### config.mk
export PLATFORM = sky130hd
export DESIGN_NAME = hub75_capture
export DESIGN_NICKNAME = d
export VERILOG_FILES = /design/src/rtl/hub75_capture.sv
export SDC_FILE = /design/constraint.sdc
export NUM_CORES = 1
export LEC_CHECK = 0
export CAP_MARGIN = 20
export CORE_MARGIN = 4
export CORE_UTILIZATION = 55
export CTS_BUF_LIST = sky130_fd_sc_hd__clkbuf_2 sky130_fd_sc_hd__clkbuf_4 sky130_fd_sc_hd__clkbuf_8
export DETAILED_ROUTE_END_ITERATION = 6
export PLACE_DENSITY = 0.72
export SETUP_SLACK_MARGIN = 0.15
export SLEW_MARGIN = 20
export SYNTH_ARGS = -nofsm -noshare
export SYNTH_HDL_FRONTEND = slang
export SYNTH_SLANG_ARGS = --single-unit
### constraint.sdc
create_clock -name clk -period 19.6 [get_ports clk]
set_input_delay 2.94 -clock clk [delete_from_list [all_inputs] [get_ports clk]]
set_output_delay 2.94 -clock clk [all_outputs]
set_load 0.02 [all_outputs]
### src/rtl/hub75_capture.sv
// HUB75 panel-side receiver: rebuilds each shifted line and writes it into a capture RAM at {row, column}.
// Define HUB75_CAP_OE_STATS_EN to build the output-enable lit-time counter (oe_on_cycles / oe_stat_valid).
module hub75_capture #(
  parameter int COLS     = 64,
  parameter int ROW_BITS = 4
) (
  input  logic                              clk,
  input  logic                              rst,
  input  logic                              i_p_clk,
  input  logic                              i_p_lat,
  input  logic                              i_p_oe,
  input  logic [ROW_BITS-1:0]               i_p_addr,
  input  logic [2:0]                        i_p_rgb1,
  input  logic [2:0]                        i_p_rgb2,
  output logic                              o_wr_en,
  output logic [ROW_BITS+$clog2(COLS)-1:0]  o_wr_addr,
  output logic [5:0]                        o_wr_data,
  output logic                              o_row_done,
  output logic                              o_frame_done,
  output logic                              o_overrun,
  output logic                              o_lat_drop,
  output logic [15:0]                       o_oe_on_cycles,
  output logic                              o_oe_stat_valid
);

  localparam int COL_BITS = $clog2(COLS);
  localparam int AW       = ROW_BITS + COL_BITS;
  localparam int SW       = ROW_BITS + 8;
  localparam logic [SW-1:0]       SYNC_RST = {1'b1, {(SW-1){1'b0}}};
  localparam logic [COL_BITS-1:0] COL_MAX  = COL_BITS'(COLS - 1);

  typedef enum logic [0:0] {
    ST_IDLE  = 1'b0,
    ST_WRITE = 1'b1
  } state_t;

  logic [SW-1:0]       r_sync1;
  logic [SW-1:0]       r_sync2;
  logic                r_clk_d;
  logic                r_lat_d;
  logic                w_clk_s;
  logic                w_lat_s;
  logic [ROW_BITS-1:0] w_addr_s;
  logic [5:0]          w_pix;
  logic                w_clk_rise;
  logic                w_lat_fall;
  logic                w_accept;

  logic [5:0]          r_shift [COLS];
  logic [5:0]          r_hold  [COLS];
  logic [COL_BITS-1:0] r_col;
  logic [COL_BITS-1:0] w_col_base;
  logic                r_full;
  logic                w_full_base;
  logic [ROW_BITS-1:0] r_row;

  state_t              r_state;
  state_t              w_state_nxt;
  logic [COL_BITS-1:0] r_c;
  logic [COL_BITS-1:0] w_c_nxt;
  logic                r_wr_en;
  logic                w_wr_en_nxt;
  logic [AW-1:0]       r_wr_addr;
  logic [AW-1:0]       w_wr_addr_nxt;
  logic [5:0]          r_wr_data;
  logic [5:0]          w_wr_data_nxt;
  logic                r_row_done;
  logic                w_row_done_nxt;
  logic                r_frame_done;
  logic                w_frame_done_nxt;
  logic                r_overrun;
  logic                r_lat_drop;

  // Two sync flops on every panel input; p_clk resets high so no false rising edge follows reset.
  always_ff @(posedge clk) begin
    if (rst) begin
      r_sync1 <= SYNC_RST;
      r_sync2 <= SYNC_RST;
      r_clk_d <= 1'b1;
      r_lat_d <= 1'b0;
    end else begin
      r_sync1 <= {i_p_clk, i_p_lat, i_p_addr, i_p_rgb2, i_p_rgb1};
      r_sync2 <= r_sync1;
      r_clk_d <= w_clk_s;
      r_lat_d <= w_lat_s;
    end
  end

  assign w_clk_s    = r_sync2[SW-1];
  assign w_lat_s    = r_sync2[SW-2];
  assign w_addr_s   = r_sync2[6 +: ROW_BITS];
  assign w_pix      = r_sync2[5:0];
  assign w_clk_rise = w_clk_s & ~r_clk_d;
  assign w_lat_fall = ~w_lat_s & r_lat_d;
  // r_wr_en still high means the last column is on the bus; the line is not finished yet.
  assign w_accept   = w_lat_fall & (r_state == ST_IDLE) & ~r_wr_en;

  // A pixel arriving with the latch belongs to the new line, so the column base restarts first.
  assign w_col_base  = w_lat_fall ? {COL_BITS{1'b0}} : r_col;
  assign w_full_base = w_lat_fall ? 1'b0 : r_full;

  // Column counter, full-line tracking and sticky overrun flag.
  always_ff @(posedge clk) begin
    if (rst) begin
      r_col     <= {COL_BITS{1'b0}};
      r_full    <= 1'b0;
      r_overrun <= 1'b0;
    end else if (w_clk_rise) begin
      r_col     <= w_col_base + COL_BITS'(1);
      r_full    <= w_full_base | (w_col_base == COL_MAX);
      r_overrun <= r_overrun | w_full_base;
    end else if (w_lat_fall) begin
      r_col  <= {COL_BITS{1'b0}};
      r_full <= 1'b0;
    end
  end

  // Pixel buffers keep their contents across reset and short lines.
  always_ff @(posedge clk) begin
    if (w_clk_rise) begin
      r_shift[w_col_base] <= w_pix;
    end
    if (w_accept) begin
      r_hold <= r_shift;
    end
  end

  // Row capture and sticky latch-drop flag.
  always_ff @(posedge clk) begin
    if (rst) begin
      r_row      <= {ROW_BITS{1'b0}};
      r_lat_drop <= 1'b0;
    end else begin
      if (w_accept) begin
        r_row <= w_addr_s;
      end
      if (w_lat_fall && !w_accept) begin
        r_lat_drop <= 1'b1;
      end
    end
  end

  // Write FSM state and registered RAM-port outputs.
  always_ff @(posedge clk) begin
    if (rst) begin
      r_state      <= ST_IDLE;
      r_c          <= {COL_BITS{1'b0}};
      r_wr_en      <= 1'b0;
      r_wr_addr    <= {AW{1'b0}};
      r_wr_data    <= 6'd0;
      r_row_done   <= 1'b0;
      r_frame_done <= 1'b0;
    end else begin
      r_state      <= w_state_nxt;
      r_c          <= w_c_nxt;
      r_wr_en      <= w_wr_en_nxt;
      r_wr_addr    <= w_wr_addr_nxt;
      r_wr_data    <= w_wr_data_nxt;
      r_row_done   <= w_row_done_nxt;
      r_frame_done <= w_frame_done_nxt;
    end
  end

  // Outputs are computed one cycle ahead; column 0 comes straight from the shift buffer being copied.
  always_comb begin
    w_state_nxt      = r_state;
    w_c_nxt          = r_c;
    w_wr_en_nxt      = 1'b0;
    w_wr_addr_nxt    = {AW{1'b0}};
    w_wr_data_nxt    = 6'd0;
    w_row_done_nxt   = 1'b0;
    w_frame_done_nxt = 1'b0;
    case (r_state)
      ST_IDLE: begin
        if (w_accept) begin
          w_state_nxt   = ST_WRITE;
          w_c_nxt       = COL_BITS'(1);
          w_wr_en_nxt   = 1'b1;
          w_wr_addr_nxt = {w_addr_s, {COL_BITS{1'b0}}};
          w_wr_data_nxt = r_shift[0];
        end else begin
          w_c_nxt = {COL_BITS{1'b0}};
        end
      end
      ST_WRITE: begin
        w_wr_en_nxt   = 1'b1;
        w_wr_addr_nxt = {r_row, r_c};
        w_wr_data_nxt = r_hold[r_c];
        if (r_c == COL_MAX) begin
          w_state_nxt      = ST_IDLE;
          w_c_nxt          = {COL_BITS{1'b0}};
          w_row_done_nxt   = 1'b1;
          w_frame_done_nxt = &r_row;
        end else begin
          w_c_nxt = r_c + COL_BITS'(1);
        end
      end
      default: begin
        w_state_nxt = ST_IDLE;
        w_c_nxt     = {COL_BITS{1'b0}};
      end
    endcase
  end

  assign o_wr_en      = r_wr_en;
  assign o_wr_addr    = r_wr_addr;
  assign o_wr_data    = r_wr_data;
  assign o_row_done   = r_row_done;
  assign o_frame_done = r_frame_done;
  assign o_overrun    = r_overrun;
  assign o_lat_drop   = r_lat_drop;

`ifdef HUB75_CAP_OE_STATS_EN
  logic        r_oe_s1;
  logic        r_oe_s2;
  logic [15:0] r_oe_cnt;
  logic [15:0] r_oe_on;
  logic        r_oe_valid;

  // Lit-time counter: counts synced p_oe low cycles, reported and restarted on every latch.
  always_ff @(posedge clk) begin
    if (rst) begin
      r_oe_s1    <= 1'b0;
      r_oe_s2    <= 1'b0;
      r_oe_cnt   <= 16'd0;
      r_oe_on    <= 16'd0;
      r_oe_valid <= 1'b0;
    end else begin
      r_oe_s1    <= i_p_oe;
      r_oe_s2    <= r_oe_s1;
      r_oe_valid <= w_lat_fall;
      if (w_lat_fall) begin
        r_oe_on  <= r_oe_cnt;
        r_oe_cnt <= 16'd0;
      end else if (!r_oe_s2 && (r_oe_cnt != 16'hFFFF)) begin
        r_oe_cnt <= r_oe_cnt + 16'd1;
      end
    end
  end

  assign o_oe_on_cycles  = r_oe_on;
  assign o_oe_stat_valid = r_oe_valid;
`else
  logic w_unused_oe;

  assign w_unused_oe     = i_p_oe;
  assign o_oe_on_cycles  = 16'd0;
  assign o_oe_stat_valid = 1'b0;
`endif

endmodule

==> impl_metrics.py, run 1 <==
metrics = {
    "job": {
        "max-cap-violations": 0,
    },
    "final_layout": {
        "final_layout_size_suffix_gt1_frac": 0.222,
        "final_area_um2": 32400,
        "fin_util": 0.628,
        "fillCellCount": 3386,
        "synthToLayoutAreaGrowth_pct": 12.5,
        "nets": 1451,
    },
    "synthesis": {
        "syn_area_per_cell_um2": 22.0,
        "syn-cell-area_um2": 28800,
        "synth_seq_cells": 833,
        "synth_top_area_cell": "edfxtp_1",
        "synth-edff-count": 768,
        "synth_area_leaders": "edfxtp_1 (80%), mux4_2 (6.6%), dfxtp_1 (4.5%)",
        "synth_seq_area_share": 0.845,
        "netlist_instances": 1313,
        "synthFlopType": "edfxtp_1",
        "yosysUniqueCellTypes": 55,
        "synth_top_area_frac": 0.800,
        "async_flop_share": 0,
        "yosys_warnings": 0,
    },
    "critical_path": {
        "required_ns": 16.66,
        "worstReg2RegEnd": "r_hold[358]$_DFFE_PP_",
        "crit_slowest_cell": "clkdlybuf4s50_1",
        "crit_chain": "clkdlybuf4s50_1",
        "cp_max_fo": 3,
        "critPathBufInv": 1,
        "critPathCaptureType": "output pin",
        "r2r-start": "r_sync2[10]$_SDFF_PP0_",
        "start_kind": "register",
        "arrival_ns": 1.82,
        "reg2reg_depth": 5,
        "max_stage_delay_ns": 0.66,
        "worstSetupPathType": "register to output pin",
        "crit_start": "o_wr_en$_SDFF_PP0_",
        "path_depth": 1,
        "regToRegSetupSlack_ns": 15.44,
        "crit_end": "o_wr_en",
        "cp_top_family": "buffers and inverters",
    },
    "sta": {
        "worst_clock_skew_ns": 0.0371,
        "fin_crit_sh": 0.243,
        "slew_viol_final": 0,
        "setup_viol": 0,
        "max_clock_freq_ghz": 0.210,
        "slew_headroom": 0.298,
        "finalSetupTns_ns": 0,
        "finalHoldViolations": 0,
        "tightest_slew_ns": 1.05,
        "final.min_clock_period_ns": 4.76,
        "rsz0062_at_grt": "false",
        "worst_slack_ns": 14.84,
    },
    "floorplanning": {
        "dieWidth_um": 237,
        "floorplan.initialDensity": 0.559,
        "die_h_um": 237,
        "row_count": 83,
        "core-area_um2": 51600,
        "die_area_um2": 56200,
        "ios": 53,
    },
    "clocking": {
        "cts_resized": 0,
        "cts_max_path_buffers": 3,
        "cts-root-buf": "clkbuf_8",
        "cts.reportedPaths.clkPinSlew_ns": 0.06,
        "postCtsSetupBuffers": 0,
        "cts_buffers": 121,
        "clock_sinks": 833,
        "clock_latency_ns": 0.72,
        "cts_hold_buf": 0,
        "clock_tree.htree_level_count": 3,
        "cts_tree": "yes",
    },
    "power": {
        "powerDensity_nw_per_um2": 105,
        "ir_drop_mv": 0.0603,
        "p_leak_nw": 10.3,
    },
    "detailed_routing": {
        "first_pass_iters": 7,
        "num_vias": 12373,
        "drt_iter0_markers": 1364,
        "drt-total-wl_mm": 52.0,
        "antenna_left": 0,
        "wl_per_cell_um": 23.5,
        "drc": 0,
        "viasPerCell": 5.58,
    },
    "placed_design": {
        "hpwl_mm": 29.7,
        "gp_congestion": 0.792,
        "dpl_cell_area_um2": 29800,
        "post-place-ws_ns": 14.27,
        "port_buffers": 34,
    },
    "global_routing": {
        "grt_pass1_vias": 12799,
        "overflow": 0,
        "grt_pass1_wl_mm": 78.3,
        "grt_usage": 0.188,
        "grt_max_degree": 151,
        "grt_antenna_before_repair": 1,
    },
    "outcome": {
        "status": "finished clean",
    },
    "hold_path": {
        "min_path_type": "register to register",
    },
}
power by group:
group	switching [mW]	leakage [nW]	internal, mW
sequential	0.00594	7.54	1.94
clock	0.621	1.38	0.792
combinational	0.0340	1.41	0.0175
total	0.661	10.3	2.75
placed cells by master, fill, tap and decap left out, types with 4 or more instances in the layout:
cell / synthesis / routed
clkdlybuf4s50_1: 0 / 33
a21oi_1: 9 / 9
mux2_2: 12 / 12
clkbuf_8: 0 / 140
clkinv_2: 0 / 6
nand2b_1: 6 / 6
clkbuf_4: 0 / 53
or2_2: 4 / 4
dfxtp_1: 65 / 56
xor2_1: 6 / 6
clkinv_1: 0 / 17
nor2b_1: 31 / 30
dfxtp_2: 0 / 7
a22o_1: 4 / 4
o21ai_0: 6 / 6
mux4_1: 10 / 10
nand3_1: 9 / 9
and2_1: 5 / 5
nand2_1: 34 / 34
mux2i_1: 35 / 35
nor2_1: 92 / 92
conb_1: 1 / 17
o22ai_1: 4 / 4
buf_4: 21 / 14
edfxtp_1: 768 / 768
nor3_1: 12 / 10
mux4_2: 84 / 84
worst min path at each step:
stage,start,endpoint,slack (ns),cells past startpoint
2_1_floorplan,r_sync1[11]$_SDFF_PP1_,r_sync2[11]$_SDFF_PP1_,0.39,1
3_3_place_gp,r_sync1[11]$_SDFF_PP1_,r_sync2[11]$_SDFF_PP1_,0.40,1
3_5_place_dp,r_sync1[11]$_SDFF_PP1_,r_sync2[11]$_SDFF_PP1_,0.40,1
4_1_cts,r_shift[187]$_DFFE_PP_,r_hold[187]$_DFFE_PP_,0.39,0
5_1_grt,r_shift[157]$_DFFE_PP_,r_hold[157]$_DFFE_PP_,0.40,0
6_report,r_shift[157]$_DFFE_PP_,r_hold[157]$_DFFE_PP_,0.39,0
routing by layer:
layer,GRT usage,vias up,share of wire
li1,-,5489,-
met1,0.254,6336,0.40
met2,0.308,452,0.50
met3,0.0383,96,0.069
met4,0.0663,0,0.026
met5,0,-,0
cell families (layout without fill, tap and decap cells):
family | after synthesis | count (layout) | share of synthesized area
AO/OA/AOI/OAI | 52 | 52 | 0.0130
XOR/XNOR | 8 | 8 | 0.00243
adder cells (fa/ha/maj) | 1 | 1 | 0.000434
buffers and inverters | 69 | 277 | 0.0137
flip-flops | 833 | 833 | 0.845
multiplexers | 141 | 141 | 0.0915
other | 1 | 18 | 0.000130
AND/OR/NAND/NOR | 208 | 208 | 0.0340
synth_stat cells, drive strengths merged, types with 12 or more instances:
master and n:
edfxtp 768, mux4 94, nor2 92, dfxtp 65, buf 45, mux2i 35, nand2 34, nor2b 31
clkbuf 21, mux2 12, nor3 12
sequential cells by signal, indices dropped and copies added (netlist names):
signal,count
r_lat_d,1
r_c,6
r_full,1
r_sync2,12
o_overrun,1
r_row,4
o_wr_en,1
r_state,1
r_shift,384
r_sync1,12
o_frame_done,1
o_wr_data,6
o_row_done,1
o_lat_drop,1
r_clk_d,1
r_hold,384
r_col,6
o_wr_addr,10
stage by stage:
step / hold slack [ns] / power [mW] / std cells
floorplan: 0.389 / 2.03 / 1329
global placement: 0.395 / 2.03 / 1992
detailed placement: 0.395 / 2.04 / 1992
CTS: 0.391 / 3.44 / 2217
global route: 0.404 / 3.54 / 2218
finish: 0.392 / 3.41 / 2218
worst register-to-register path, cell delays in order (launching register included):
cell and delay [ns]:
dfxtp_1 0.32, nand2b_1 0.30, or3_1 0.62, inv_8 0.77, buf_4 0.95, buf_6 0.74
final cells by class:
type                            instances  area (um2)  area share
Antenna cell                            1        2.50   0.0000771
Clock buffer                          193        2320      0.0717
Clock inverter                         32         254     0.00783
Inverter                                3        18.8    0.000579
Multi-Input combinational cell        427        4160       0.128
Sequential cell                       833       24400       0.752
Tap cell                              680         851      0.0262
Timing Repair Buffer                   49         452      0.0139
Note: power is estimated with default switching activity, not from simulation.
==> run 2, diff against run 1 <==
clock period = 4.5 ns   (was 19.6 ns; I/O delays follow)
==> run 2 against run 1 <==
  * Non-clock buffer count is 6 higher
  * Core utilization is 0.22 points higher
  * Flip-flop and latch count stayed put
  * Critical path depth is 4 higher
  * Highest routed layer unchanged
==> impl_metrics.py, run 2 (same netlist as run 1, synthesis figures left out) <==
metrics = {
    "floorplanning": {
        "die_h_um": 237,
        "ios": 53,
        "floorplan.initialDensity": 0.559,
        "dieWidth_um": 237,
        "die_area_um2": 56200,
        "core-area_um2": 51600,
        "row_count": 83,
    },
    "sta": {
        "final.min_clock_period_ns": 3.01,
        "rsz0062_at_grt": "false",
        "worst_clock_skew_ns": 0.0323,
        "finalSetupTns_ns": 0,
        "slew_headroom": 0.291,
        "fin_crit_sh": 0.668,
        "max_clock_freq_ghz": 0.333,
        "setup_viol": 0,
        "slew_viol_final": 0,
        "finalHoldViolations": 0,
        "worst_slack_ns": 1.49,
        "tightest_slew_ns": 1.05,
    },
    "clocking": {
        "clock_latency_ns": 0.77,
        "cts-root-buf": "clkbuf_8",
        "cts_tree": "yes",
        "cts_resized": 0,
        "cts_max_path_buffers": 3,
        "clock_sinks": 833,
        "cts.reportedPaths.clkPinSlew_ns": 0.06,
        "clock_tree.htree_level_count": 4,
        "postCtsSetupBuffers": 0,
        "cts_buffers": 130,
        "cts_hold_buf": 0,
    },
    "critical_path": {
        "crit_slowest_cell": "dfxtp_4",
        "critPathCaptureType": "register",
        "crit_chain": "buf_4 -> mux4_2 -> a2111oi_0 -> o21ai_0 -> a31o_2",
        "required_ns": 5.14,
        "worstSetupPathType": "register to register",
        "cp_max_fo": 28,
        "arrival_ns": 3.65,
        "start_kind": "register",
        "max_stage_delay_ns": 0.74,
    },
    "detailed_routing": {
        "wl_met2_mm": 26.4,
        "num_vias": 12528,
        "antenna_left": 0,
        "top_layer": "met4",
        "drt-total-wl_mm": 53.5,
        "wl_per_cell_um": 23.9,
        "drc": 0,
        "viasPerCell": 5.60,
        "first_pass_iters": 7,
        "wirelength_met1_mm": 21.8,
        "drt_iter0_markers": 1278,
        "wl_met3_mm": 3.61,
    },
    "final_layout": {
        "reg_top3": "r_hold (384), r_shift (384)",
        "fillCellCount": 3323,
        "final_layout_size_suffix_gt1_frac": 0.228,
        "final_common_cell": "edfxtp_1",
        "synthToLayoutAreaGrowth_pct": 12.9,
        "final_area_um2": 32600,
        "final_cell_mix": "edfxtp_1 (768), clkbuf_8 (139), nor2_1 (92), mux4_2 (84), clkbuf_4 (56)",
        "nets": 1466,
        "final_cell_count_no_fill": 2236,
        "fin_util": 0.631,
        "area.sequential_um2": 24400,
        "multiInputGateArea_um2": 4160,
    },
    "placed_design": {
        "post-place-cells": 1998,
        "hpwl_mm": 30.3,
        "dpl_cell_area_um2": 29900,
        "post-place-ws_ns": 1.47,
        "port_buffers": 34,
        "gp_congestion": 0.800,
    },
    "global_routing": {
        "overflow": 0,
        "grt_antenna_before_repair": 1,
        "grt_usage": 0.195,
        "grt_pass1_wl_mm": 80.0,
        "grt_max_degree": 169,
        "grt_pass1_vias": 12756,
    },
    "job": {
        "max-cap-violations": 0,
    },
    "power": {
        "p_leak_nw": 10.3,
        "ir_drop_mv": 0.239,
        "powerDensity_nw_per_um2": 459,
    },
    "outcome": {
        "status": "finished clean",
    },
    "hold_path": {
        "min_path_type": "register to register",
    },
}
==> run 2: cell type report <==
class                      count  area share
antenna                        1   0.0000769
tap                          680      0.0261
inverter                       3    0.000461
sequential                   833       0.749
multi-input combinational    427       0.128
timing repair buffer          55      0.0167
clock buffer                 195      0.0717
clock inverter                42     0.00826
==> run 2: worst paths after layout <==
kind	slack, ns	from	endpoint	depth (start not counted)
setup reg to reg	1.49	r_c[0]$_SDFF_PP0_	o_wr_data[1]$_SDFF_PP0_	5
hold / removal	0.40	r_shift[29]$_DFFE_PP_	r_hold[29]$_DFFE_PP_	0
setup / recovery	1.49	r_c[0]$_SDFF_PP0_	o_wr_data[1]$_SDFF_PP0_	5
hold reg to reg	0.40	r_shift[29]$_DFFE_PP_	r_hold[29]$_DFFE_PP_	0
==> run 2: critical path: cells and delay by family, from the launching register on <==
family | cells | cell delay [ns]
flip-flops | 1 | 0.74
multiplexers | 1 | 0.55
buffers and inverters | 1 | 0.46
AO/OA/AOI/OAI | 3 | 1.14
==> run 2: routing by layer <==
metal | track usage | vias to the layer above
li1 | - | 5519
met1 | 0.260 | 6407
met2 | 0.306 | 494
met3 | 0.0522 | 108
met4 | 0.0851 | 0
met5 | 0 | -
==> run 2: power breakdown <==
group | leakage [nW] | switching [mW] | internal [mW]
clock network | 1.36 | 2.78 | 3.44
registers | 7.54 | 0.0302 | 8.46
logic | 1.44 | 0.147 | 0.0802
==> run 2: metrics by stage <==
stage / hold WS (ns) / total power [mW]
after detailed placement: 0.393 / 8.88
final: 0.400 / 14.9
after global placement: 0.396 / 8.87
after floorplan: 0.389 / 8.81
after CTS: 0.396 / 15.1
after global routing: 0.405 / 15.5
